$ cat src/rtl/run_ctrl_pkg.sv
`default_nettype none
// ============================================================================
// Module  : run_ctrl_pkg
// Brief   : Shared types and defaults for the 3BC run sequencer.
// Revision: 1.0 - initial release
// ============================================================================
package run_ctrl_pkg;

  localparam int          c_CYC_W   = 16;
  localparam logic [15:0] c_TIMEOUT = 16'd60000;

  typedef enum logic [2:0] {
    IDLE  = 3'd0,
    ARMED = 3'd1,
    LOAD  = 3'd2,
    RUN   = 3'd3,
    DONE  = 3'd4,
    FAULT = 3'd5
  } state_t;

  typedef struct packed {
    logic pcEn;
    logic pcLoad;
    logic ack;
    logic timeout;
  } runOut_t;

  // Moore output set for a state; registered alongside the state itself.
  function automatic runOut_t decodeOut(input state_t s);
    runOut_t o;
    o         = '0;
    o.pcEn    = (s == RUN);
    o.pcLoad  = (s == LOAD);
    o.ack     = (s == DONE) || (s == FAULT);
    o.timeout = (s == FAULT);
    return o;
  endfunction

endpackage
`default_nettype wire

$ cat src/rtl/run_cycle_ctr.sv
`default_nettype none
// ============================================================================
// Module  : run_cycle_ctr
// Brief   : RUN cycle counter with clear, enable and watchdog terminal count.
// Revision: 1.0 - initial release
// ============================================================================
module run_cycle_ctr #(
  parameter int               CYC_W   = 16,
  parameter logic [CYC_W-1:0] TIMEOUT = CYC_W'(60000)
) (
  input  logic             Clk,
  input  logic             Reset,
  input  logic             Clr,
  input  logic             En,
  output logic [CYC_W-1:0] Count,
  output logic             Tc
);

  logic [CYC_W-1:0] r_count;

  // Count enabled cycles; clear has priority over enable.
  always_ff @(posedge Clk) begin
    if (Reset || Clr) begin
      r_count <= '0;
    end else if (En) begin
      r_count <= r_count + CYC_W'(1);
    end
  end

  // Tc flags the cycle whose increment lands exactly on TIMEOUT.
  assign Tc    = (r_count == (TIMEOUT - CYC_W'(1)));
  assign Count = r_count;

endmodule
`default_nettype wire

$ cat src/rtl/prog_run_ctrl.sv
`default_nettype none
// ============================================================================
// Module  : prog_run_ctrl
// Brief   : Run sequencer: Start/Ack handshake, PC base load, PC enable
//           gating, cycle counting and runaway-program watchdog.
// Revision: 1.0 - initial release
// ============================================================================
module prog_run_ctrl
  import run_ctrl_pkg::*;
#(
  parameter int                        PC_W      = 10,
  parameter int                        CYC_W     = c_CYC_W,
  parameter int                        NUM_PROGS = 3,
  parameter logic [PC_W*NUM_PROGS-1:0] BASE_TBL  = '0,
  parameter logic [CYC_W-1:0]          TIMEOUT   = CYC_W'(c_TIMEOUT)
) (
  input  logic             Clk,
  input  logic             Reset,
  input  logic             Start,
  input  logic             HaltReq,
  output logic             PC_en,
  output logic             PC_load,
  output logic [PC_W-1:0]  PC_LoadVal,
  output logic [1:0]       ProgSel,
  output logic             Ack,
  output logic             Timeout,
  output logic [CYC_W-1:0] CycleCt
);

  state_t     r_state;
  runOut_t    r_out;
  logic [1:0] r_progSel;
  logic       w_cntClr;
  logic       w_cntEn;
  logic       w_tc;

  // The abort cycle is not counted; a halt cycle is.
  assign w_cntClr = (r_state == LOAD);
  assign w_cntEn  = (r_state == RUN) && !Start;

  run_cycle_ctr #(
    .CYC_W   (CYC_W),
    .TIMEOUT (TIMEOUT)
  ) u_cycleCtr (
    .Clk   (Clk),
    .Reset (Reset),
    .Clr   (w_cntClr),
    .En    (w_cntEn),
    .Count (CycleCt),
    .Tc    (w_tc)
  );

  // Sequencer FSM; outputs are registered together with the next state.
  always_ff @(posedge Clk) begin
    if (Reset) begin
      r_state   <= IDLE;
      r_out     <= '0;
      r_progSel <= '0;
    end else begin
      case (r_state)
        IDLE: begin
          if (Start) begin
            r_state <= ARMED;
            r_out   <= decodeOut(ARMED);
          end
        end
        ARMED: begin
          if (!Start) begin
            r_state <= LOAD;
            r_out   <= decodeOut(LOAD);
          end
        end
        LOAD: begin
          r_state <= RUN;
          r_out   <= decodeOut(RUN);
        end
        RUN: begin
          if (Start) begin
            r_state <= ARMED;
            r_out   <= decodeOut(ARMED);
          end else if (HaltReq) begin
            r_state <= DONE;
            r_out   <= decodeOut(DONE);
          end else if (w_tc) begin
            r_state <= FAULT;
            r_out   <= decodeOut(FAULT);
          end
        end
        DONE, FAULT: begin
          if (Start) begin
            r_state   <= ARMED;
            r_out     <= decodeOut(ARMED);
            r_progSel <= (r_progSel == 2'(NUM_PROGS - 1)) ? 2'd0 : r_progSel + 2'd1;
          end
        end
        default: begin
          r_state <= IDLE;
          r_out   <= '0;
        end
      endcase
    end
  end

  assign PC_en      = r_out.pcEn;
  assign PC_load    = r_out.pcLoad;
  assign Ack        = r_out.ack;
  assign Timeout    = r_out.timeout;
  assign ProgSel    = r_progSel;
  assign PC_LoadVal = BASE_TBL[int'(r_progSel)*PC_W +: PC_W];

endmodule
`default_nettype wire

$ cat config.mk
export PLATFORM = sky130hd
export DESIGN_NAME = prog_run_ctrl
export DESIGN_NICKNAME = d
export VERILOG_FILES = /design/src/rtl/run_ctrl_pkg.sv /design/src/rtl/run_cycle_ctr.sv /design/src/rtl/prog_run_ctrl.sv
export SDC_FILE = /design/constraint.sdc
export NUM_CORES = 1
export LEC_CHECK = 0
export ABC_AREA = 1
export ABC_CLOCK_PERIOD_IN_PS = 1250
export BUFFER_PORTS_ARGS = -buffer_cell sky130_fd_sc_hd__buf_2
export CORE_UTILIZATION = 47
export DETAILED_ROUTE_END_ITERATION = 7
export PLACE_DENSITY = 0.78
export SYNTH_ARGS = -nofsm -noshare
export SYNTH_HDL_FRONTEND = slang
export SYNTH_SLANG_ARGS = --single-unit
$ cat constraint.sdc
create_clock -name Clk -period 1.25 [get_ports Clk]
set_input_delay 0.1875 -clock Clk [delete_from_list [all_inputs] [get_ports Clk]]
set_output_delay 0.1875 -clock Clk [all_outputs]
set_load 0.05 [all_outputs]
==> flow_summary.toml, run 1 <==
[run_status]
outcome = "finished with violations"
violations = "setup timing"

[logic_synthesis]
yosys_warnings = 0
syn_area_per_cell_um2 = 7.204
ys_seq_area_share_pct = 36.56
ys_top_cells_by_area = "dfxtp_1 (37%), nand2_1 (10%), inv_1 (6.6%)"
synth_top_cell_area_share_pct = 36.56
synth_seq_cells = 25
synth_cells = 190
synth_cell_types = 31
syn-cell-area_um2 = 1369
yosysTopAreaCell = "dfxtp_1"

[setup_path]
cp.arrival_ns = 1.56
crit_path_end_kind = "flop"
path_max_fanout = 7
cp_slowest_stage_delay_ns = 0.35
cp_common_cell = "nand2_4"
crit_path_start_kind = "flop"
path_buf_inv = 2
worstSetupPathType = "flop to flop"
critical-path-top-delay-family = "simple AND/OR/NAND/NOR gates"
crit_chain = "inv_2 -> nand2_4 -> nor2_8 -> inv_6 -> nor2_8 -> nand2_4 -> nand2_4 -> nand2_2 -> a21oi_2"
critPathRequiredTime_ns = 1.51
ff2ff_setup_slack_ns = -0.05
slowest_stage = "dfxtp_2"

[cells_and_area]
n_antenna_cell = 0
seqCellArea_um2 = 544.3
multi_input_area_um2 = 813.3
layout_commonest_cell = "nand2_1"
drive_gt1_share_pct = 45.34
final_cell_mix = "nand2_1 (33), buf_4 (23), inv_1 (22), buf_2 (19), nor2_1 (18)"
final_nets = 242
fillers = 239
area_growth_pct = 33.00

[sta]
fin_skew_ns = 0.005656
slew_viol_final = 0
hold_violations = 0
finalSetupViolCount = 17
max_freq_mhz = 771.4
finalCritPeriodShare_pct = 103.7
setup_slack_ns = -0.04636
rsz0062_at_grt = "yes"
fin_setup_tns_ns = -0.4410
min_period_ns = 1.296

[floorplan]
coreArea_um2 = 2758
ioPinCount = 36
fp.dieW_um = 55.97
initial_utilization_pct = 49.64
die_area_um2 = 3132
die_y_um = 55.97
num_rows = 19

[placed_design]
dp_hpwl_mm = 2.087
dp_slack_ns = -0.06890
gp_congestion = 0.7846
port_buffers = 25

[power]
internal-power_mw = 1.077
clkPwrFrac_pct = 22.4
p_leak_nw = 0.8008
switching_share_pct = 34.94
finalPower_mw = 1.655
combinationalPowerShare_pct = 27.0
p_sw_mw = 0.5784
peakVddDrop_uv = 996.7
power_density_nw_per_um2 = 909.3
share_seq_of_total_power_pct = 50.6

[clock_network]
ctsHoldBuffers = 0
cts_root_buffer = "clkbuf_4"
cts_sinks = 25
path_clk_slew_ns = 0.13
h-tree-depth = 1
cts_tree = "yes"
clockBufferDepth = 2
cts_buffers = 3
clkLatencyLatePin_ns = 0.32

[detailed_routing]
wl_per_cell_um = 11.55
routed_wl_mm = 3.085
drt-vias-per-instance = 4.783
antenna_left = 0
drt-pass1-iter-count = 4
dr_total_vias = 1277
drtIter0Drc = 33
drc_errors = 0

[min_path]
hold_class = "input port to flop"

[global_route]
grt_use_total_pct = 19.32
grt_pass1_vias = 1183
antenna_found_initial = 0
grt_overflow = 0
grt_use_met3_pct = 4.651
grt_pass1_wl_mm = 4.885
grt_use_met2_pct = 33.84
grt_max_degree = 14
gr-max-usage-layer = "met2"
grt_util_met1_pct = 23.13

[flow_run]
timing.max_cap.violations = 0
## cell families after synthesis
| family | after synthesis | share of synthesized area [%] |
|---|---|---|
| xor gates and xnor gates | 2 | 1.280 |
| and+or+nand+nor | 92 | 34.64 |
| other | 1 | 0.2740 |
| DFF | 25 | 36.56 |
| adders and majority gates | 1 | 0.9139 |
| AOI/OAI and AO/OA | 31 | 12.71 |
| buffers and inverters | 38 | 13.62 |
## state kept, by name, indices dropped and copies added, names as in the netlist
register and count:
u_cycleCtr.Count 16, r_state 3, ProgSel 2, Ack 1, PC_en 1, PC_load 1
Timeout 1
## layout make-up
type                            instances  share of cell area [%]
Multi-Input combinational cell        136                   44.67
Clock buffer                            4                   1.443
Inverter                               26                   5.911
Timing Repair Buffer                   45                   15.94
Sequential cell                        25                   29.90
Tap cell                               31                   2.131
## worst paths after layout
check | startpoint | endpoint | cells after the start
setup / recovery | r_state[2]$_SDFFE_PP0P_ | r_state[2]$_SDFFE_PP0P_ | 9
hold / removal | Reset | r_state[0]$_SDFFE_PP0P_ | 2
setup reg to reg | r_state[2]$_SDFFE_PP0P_ | r_state[2]$_SDFFE_PP0P_ | 9
hold reg to reg | PC_en$_SDFFE_PP0P_ | PC_en$_SDFFE_PP0P_ | 2
## power groups by stage
stage	registers [mW]	logic, mW	clock network [mW]
after floorplan	0.881	0.294	0
after global placement	0.846	0.375	0
after detailed placement	0.847	0.378	0
after CTS	0.836	0.402	0.376
after global routing	0.841	0.482	0.403
final	0.837	0.447	0.371
## through the flow
step | hold slack (ns) | cell area [um^2] | util (%) | cells
global placement | 0.4539 | 1645 | 59.66 | 256
detailed placement | 0.4563 | 1645 | 59.66 | 256
global route | 0.1522 | 1821 | 66.02 | 267
CTS | 0.1285 | 1722 | 62.43 | 262
floorplan | 0.3992 | 1470 | - | 199
finish | 0.1453 | 1821 | 66.02 | 267
## metal layers
metal	share of wire, %	vias up	routed length [um]
met1	42	568	1304
met3	3.4	4	105
met2	53	27	1638
li1	-	678	-
met5	0	-	0
met4	1.2	0	37
## synth_stat cells
| library cell | number |
|---|---|
| nor3b_1 | 2 |
| o21bai_1 | 1 |
| inv_1 | 24 |
| a21oi_1 | 16 |
| nand2_1 | 38 |
| inv_2 | 1 |
| nor2_2 | 1 |
| a21boi_0 | 1 |
| nand3_1 | 11 |
| nor2_1 | 22 |
| o21ai_0 | 4 |
| xnor2_1 | 1 |
| o21ai_1 | 5 |
| buf_1 | 1 |
| dfxtp_1 | 25 |
| xor2_1 | 1 |
| inv_4 | 1 |
| buf_4 | 11 |
| conb_1 | 1 |
| a21oi_2 | 3 |
| nor3_1 | 4 |
| a211oi_1 | 1 |
| nand2_2 | 2 |
| nor2_4 | 1 |
| nor2_8 | 2 |
| nand2_4 | 3 |
| nand3_2 | 1 |
| nand4_1 | 3 |
| nand3_4 | 1 |
| ha_1 | 1 |
| or2_4 | 1 |
## what timing repair did
item,CTS,global route
setup buffers,2,5
setup endpoints to repair,16,21
pin swaps,2,7
resized for setup,12,24
## worst reg2reg max path, cell delays in order, from the launching register on
cell	delay, ns
dfxtp_2	0.35
inv_2	0.08
nand2_4	0.07
nor2_8	0.19
inv_6	0.07
nor2_8	0.10
nand2_4	0.08
nand2_4	0.11
nand2_2	0.07
a21oi_2	0.12
No activity file was read; power rests on OpenSTA's default activity.
==> run 2: changes to the inputs <==
--- a/config.mk
+++ b/config.mk
@@ -5,12 +5,12 @@
 export SDC_FILE = /design/constraint.sdc
 export NUM_CORES = 1
 export LEC_CHECK = 0
-export ABC_AREA = 1
 export ABC_CLOCK_PERIOD_IN_PS = 1250
-export BUFFER_PORTS_ARGS = -buffer_cell sky130_fd_sc_hd__buf_2
-export CORE_UTILIZATION = 47
+export BUFFER_PORTS_ARGS = -buffer_cell sky130_fd_sc_hd__clkbuf_2
+export CORE_ASPECT_RATIO = 1.5
+export CORE_UTILIZATION = 46
 export DETAILED_ROUTE_END_ITERATION = 7
-export PLACE_DENSITY = 0.78
+export PLACE_DENSITY = 0.77
 export SYNTH_ARGS = -nofsm -noshare
 export SYNTH_HDL_FRONTEND = slang
 export SYNTH_SLANG_ARGS = --single-unit
==> flow_summary.toml, run 2 <==
[run_status]
outcome = "finished with violations"
violations = "setup timing"

[floorplan]
fp.dieW_um = 45.80
ioPinCount = 36
coreArea_um2 = 2705
num_rows = 23
die_area_um2 = 3101
initial_utilization_pct = 48.94
die_y_um = 67.70

[cells_and_area]
final_cell_mix = "buf_4 (36), clkbuf_2 (20), nor2_1 (11), conb_1 (10), dfxtp_4 (10)"
fillers = 199
area_growth_pct = 59.36
final_cells = 259
utilization_pct = 77.98
layout_commonest_cell = "buf_4"
largest_register_ff_count = 16
final_nets = 228
drive_gt1_share_pct = 58.11
n_antenna_cell = 0
design_area_um2 = 2110

[power]
share_seq_of_total_power_pct = 52.5
clkPwrFrac_pct = 30.8
combinationalPowerShare_pct = 16.7
power_density_nw_per_um2 = 720.8
switching_share_pct = 27.79
peakVddDrop_uv = 617.0
p_sw_mw = 0.4225
p_leak_nw = 0.8614
internal-power_mw = 1.098
finalPower_mw = 1.521

[setup_path]
path_buf_inv = 0
crit_chain = "and4_1 -> nand4_1 -> or4_4 -> a21oi_2"
crit_path_start_kind = "flop"
worstSetupPathType = "flop to flop"
path_max_fanout = 4
cp.arrival_ns = 1.72
critPathRequiredTime_ns = 1.45
slowest_stage = "or4_4"
cp_slowest_stage_delay_ns = 0.48
crit_path_end_kind = "flop"
critical-path-top-delay-family = "simple AND/OR/NAND/NOR gates"

[placed_design]
gp_congestion = 0.8705
dp_hpwl_mm = 2.668
port_buffers = 25
place_area_um2 = 1709
dp.cells = 242
dp_slack_ns = -0.2778

[clock_network]
ctsHoldBuffers = 0
h-tree-depth = 1
cts_root_buffer = "clkbuf_8"
path_clk_slew_ns = 0.08
cts_tree = "yes"
cts_sinks = 25
clockBufferDepth = 2
cts_buffers = 3
clkLatencyLatePin_ns = 0.26

[sta]
slew_viol_final = 0
fin_setup_tns_ns = -2.377
min_period_ns = 1.520
max_freq_mhz = 657.8
fin_hold_ws_ns = 0.2828
fin_skew_ns = 0.003071
finalSetupViolCount = 22
setup_slack_ns = -0.2703
finalCritPeriodShare_pct = 121.6
hold_violations = 0
rsz0062_at_grt = "yes"

[logic_synthesis]
synth_cells = 157
synth_edf_count = 0
synthArstFlopShare_pct = 0
synth_cell_types = 42
ys.flop_type = "dfxtp_1"
syn-cell-area_um2 = 1324
yosysTopAreaCell = "dfxtp_1"
ys_top_cells_by_count = "dfxtp_1 (25), a21oi_1 (14), nand2_1 (12), nor2_1 (12), buf_4 (11)"
ys_seq_area_share_pct = 37.81
syn_area_per_cell_um2 = 8.432
synth_seq_cells = 25
synth_top_cell_area_share_pct = 37.81
ys_top_cells_by_area = "dfxtp_1 (38%), buf_4 (6.2%), a21oi_1 (5.3%)"
synth_most_common_cell = "dfxtp_1"
yosys_warnings = 0

[global_route]
grt_use_total_pct = 28.17
grt_max_degree = 14
grt_overflow = 0
grt_pass1_vias = 1429
antenna_found_initial = 0
grt_pass1_wl_mm = 6.410

[detailed_routing]
drc_errors = 0
routed_wl_mm = 4.328
antenna_left = 0
dr_total_vias = 1429
drtIter0Drc = 45
drt-vias-per-instance = 5.517
drt-pass1-iter-count = 4
wl_per_cell_um = 16.71

[min_path]
hold_class = "input port to flop"

[flow_run]
timing.max_cap.violations = 0
[run 2: power groups by stage]
stage | Sequential, mW | Clock [mW] | Combinational, mW
6_report | 0.799 | 0.468 | 0.254
5_1_grt | 0.801 | 0.520 | 0.267
4_1_cts | 0.799 | 0.485 | 0.223
3_5_place_dp | 0.819 | 0 | 0.195
3_3_place_gp | 0.818 | 0 | 0.191
2_1_floorplan | 0.833 | 0 | 0.177
[run 2: worst paths after layout]
kind	cells past startpoint	from	endpoint	slack, ns
max	4	u_cycleCtr.Count[10]$_SDFFE_PP0P_	u_cycleCtr.Count[15]$_SDFFE_PP0P_	-0.27
min	3	HaltReq	r_state[2]$_SDFFE_PP0P_	0.28
min reg2reg	2	Ack$_SDFFE_PP0P_	Ack$_SDFFE_PP0P_	0.49
max reg2reg	4	u_cycleCtr.Count[10]$_SDFFE_PP0P_	u_cycleCtr.Count[15]$_SDFFE_PP0P_	-0.27
[run 2: repair_timing]
action / 4_1_cts / 5_1_grt
buffers inserted: 9 / 4
pin swaps: 27 / 20
setup endpoints to repair: 25 / 26
resized for setup: 43 / 29
cloned: 1 / 0
[run 2: cells by family (layout without fill, tap and decap cells)]
kind of cell | after synthesis | in the layout | synth area share (%)
AND/OR/NAND/NOR | 67 | 68 | 30.34
AO/OA/AOI/OAI | 30 | 30 | 12.86
flip-flops | 25 | 25 | 37.81
buffers and inverters | 22 | 77 | 10.21
XOR/XNOR | 8 | 8 | 5.293
adder cells (fa/ha/maj) | 2 | 2 | 1.701
multiplexers | 2 | 2 | 1.512
other | 1 | 10 | 0.2833
[run 2: area by class of cell]
class / instances / area [um^2] / share of cell area [%]
Multi-Input combinational cell: 120 / 939.7 / 44.54
Sequential cell: 25 / 545.5 / 25.86
Timing Repair Buffer: 71 / 525.5 / 24.91
Tap cell: 37 / 46.29 / 2.195
Clock buffer: 4 / 45.04 / 2.135
Inverter: 2 / 7.507 / 0.3559
[run 2: metal layers]
layer	GRT usage, %	vias to the layer above	part of all wire, %
met4	13.24	0	4.9
met2	53.57	45	57
met5	0	-	0
li1	-	668	-
met1	29.62	698	36
met3	2.406	18	2.8
[run 2: worst reg2reg max path, stage by stage (launching register included)]
cell and delay [ns]:
dfxtp_4 0.38, and4_1 0.24, nand4_1 0.22, or4_4 0.49
a21oi_2 0.13
==> run 3: changes to the inputs <==
--- a/config.mk
+++ b/config.mk
@@ -7,10 +7,12 @@
 export LEC_CHECK = 0
 export ABC_CLOCK_PERIOD_IN_PS = 1250
 export BUFFER_PORTS_ARGS = -buffer_cell sky130_fd_sc_hd__clkbuf_2
+export CELL_PAD_IN_SITES_DETAIL_PLACEMENT = 1
+export CELL_PAD_IN_SITES_GLOBAL_PLACEMENT = 1
 export CORE_ASPECT_RATIO = 1.5
-export CORE_UTILIZATION = 46
+export CORE_UTILIZATION = 34
 export DETAILED_ROUTE_END_ITERATION = 7
-export PLACE_DENSITY = 0.77
+export PLACE_DENSITY = 0.78
 export SYNTH_ARGS = -nofsm -noshare
 export SYNTH_HDL_FRONTEND = slang
 export SYNTH_SLANG_ARGS = --single-unit
==> flow_summary.toml, run 3 (synthesis gave the netlist of run 2 again) <==
[run_status]
outcome = "finished with violations"
violations = "setup timing"

[cells_and_area]
fillers = 443
area_growth_pct = 66.45
drive_gt1_share_pct = 61.40
final_cell_mix = "buf_4 (39), clkbuf_2 (20), buf_6 (13), nor2_1 (11)"
layout_commonest_cell = "buf_4"
largest_register_ff_count = 16
final_nets = 234
n_antenna_cell = 0

[placed_design]
gp_congestion = 0.7778
port_buffers = 25
dp_hpwl_mm = 3.170

[setup_path]
crit_chain = "and4_1 -> nand4_1 -> buf_4 -> buf_4 -> o21ai_1 -> a21oi_1"
timing.rr.end = "u_cycleCtr.Count[14]$_SDFFE_PP0P_"
cp_common_cell = "buf_4"
worstSetupPathType = "flop to flop"
slowest_stage = "dfxtp_4"
cp.arrival_ns = 1.72
cp_slowest_stage_delay_ns = 0.39
ff2ff_setup_slack_ns = -0.30
critical-path-top-delay-family = "simple AND/OR/NAND/NOR gates"
critPathRequiredTime_ns = 1.42
path_max_fanout = 5
reg2regPathDepth = 6
r2r-start = "u_cycleCtr.Count[10]$_SDFFE_PP0P_"
path_buf_inv = 2
crit_path_start_kind = "flop"
crit_path_end_kind = "flop"

[sta]
setup_slack_ns = -0.2959
max_freq_mhz = 646.9
hold_violations = 0
finalCritPeriodShare_pct = 123.7
slew_viol_final = 0
fin_skew_ns = 0.007880
min_period_ns = 1.546
finalSetupViolCount = 25
rsz0062_at_grt = "yes"
fin_hold_ws_ns = 0.2989

[clock_network]
cts_sinks = 25
h-tree-depth = 1
cts_tree = "yes"
clockBufferDepth = 2
path_clk_slew_ns = 0.09
ctsHoldBuffers = 0
cts_root_buffer = "clkbuf_8"
clkLatencyLatePin_ns = 0.28
cts_buffers = 3

[detailed_routing]
drt-pass1-iter-count = 4
drt-vias-per-instance = 5.406
dr_total_vias = 1465
routed_wl_mm = 5.390
wl_per_cell_um = 19.89
antenna_left = 0
drtIter0Drc = 24
drc_errors = 0

[global_route]
grt_max_degree = 14
grt_use_total_pct = 25.16
grt_pass1_wl_mm = 7.679
grt_pass1_vias = 1598
grt_overflow = 0
antenna_found_initial = 0

[power]
finalPower_mw = 1.562
peakVddDrop_uv = 480.2
power_density_nw_per_um2 = 708.9
p_leak_nw = 0.9383

[floorplan]
die_y_um = 78.42
die_area_um2 = 4152
fp.dieW_um = 52.95
ioPinCount = 36
initial_utilization_pct = 35.95
coreArea_um2 = 3682
num_rows = 27

[min_path]
min_to = "ProgSel[0]$_SDFFE_PP0P_"
hold_depth = 3
hp-start = "Reset"
hold_class = "input port to flop"

[flow_run]
timing.max_cap.violations = 0
-- run 3: cell count changes in the layout (fill, tap and decap cells not counted), sizes merged --
cell    delta
clkbuf     +1
buf        +5
-- run 3: timing repair --
action | CTS | global route
endpoints found under the setup margin | 26 | 31
pin swaps | 16 | 20
buffers inserted | 7 | 9
gates cloned | 1 | 0
gates resized for setup | 42 | 42
-- run 3: worst max path at each step --
stage,endpoint,depth (start not counted),startpoint
2_1_floorplan,Ack$_SDFFE_PP0P_,4,u_cycleCtr.Count[15]$_SDFFE_PP0P_
6_report,u_cycleCtr.Count[14]$_SDFFE_PP0P_,6,u_cycleCtr.Count[10]$_SDFFE_PP0P_
3_5_place_dp,Timeout$_SDFFE_PP0P_,6,r_state[1]$_SDFFE_PP0P_
3_3_place_gp,u_cycleCtr.Count[15]$_SDFFE_PP0P_,5,Start
5_1_grt,u_cycleCtr.Count[14]$_SDFFE_PP0P_,6,u_cycleCtr.Count[10]$_SDFFE_PP0P_
4_1_cts,u_cycleCtr.Count[13]$_SDFFE_PP0P_,5,r_state[2]$_SDFFE_PP0P_
-- run 3: cell type report --
type	instances	area (um^2)	area share, %
Sequential cell	25	546.8	24.82
Tap cell	43	53.80	2.442
Clock buffer	4	45.04	2.044
Multi-Input combinational cell	120	973.4	44.18
Timing Repair Buffer	77	576.8	26.18
Inverter	2	7.507	0.3407
-- run 3: worst register-to-register path, stage by stage, from the launching register on --
cell     delay [ns]
dfxtp_4        0.39
and4_1         0.24
nand4_1        0.24
buf_4          0.22
buf_4          0.12
o21ai_1        0.14
a21oi_1        0.09
-- run 3: metal layers --
layer  global-route usage (%)  vias to the layer above  part of all wire, %
li1                         -                      682                    -
met4                    11.58                        0                  4.5
met1                    24.91                      725                   37
met3                    2.326                       19                  1.9
met2                    48.99                       39                   56
met5                        0                        -                    0
-- run 3: per-stage QoR --
stage | util (%) | TNS (ns) | std cells | cell area (um^2) | setup slack [ns]
floorplan | - | -2.682 | 166 | 1455 | -0.3067
global placement | 47.23 | -1.915 | 251 | 1739 | -0.1918
detailed placement | 47.23 | -3.736 | 251 | 1739 | -0.2830
CTS | 53.92 | -1.864 | 263 | 1986 | -0.2052
global route | 59.84 | -4.605 | 271 | 2203 | -0.3940
finish | 59.84 | -2.942 | 271 | 2203 | -0.2959
-- run 3: where the power goes --
group          leakage (nW)  switching, mW  total [mW]  internal [mW]
logic                 0.702          0.174       0.262         0.0878
registers             0.213         0.0108       0.798          0.787
clock network        0.0228          0.273       0.502          0.229
total                 0.938          0.458        1.56           1.10
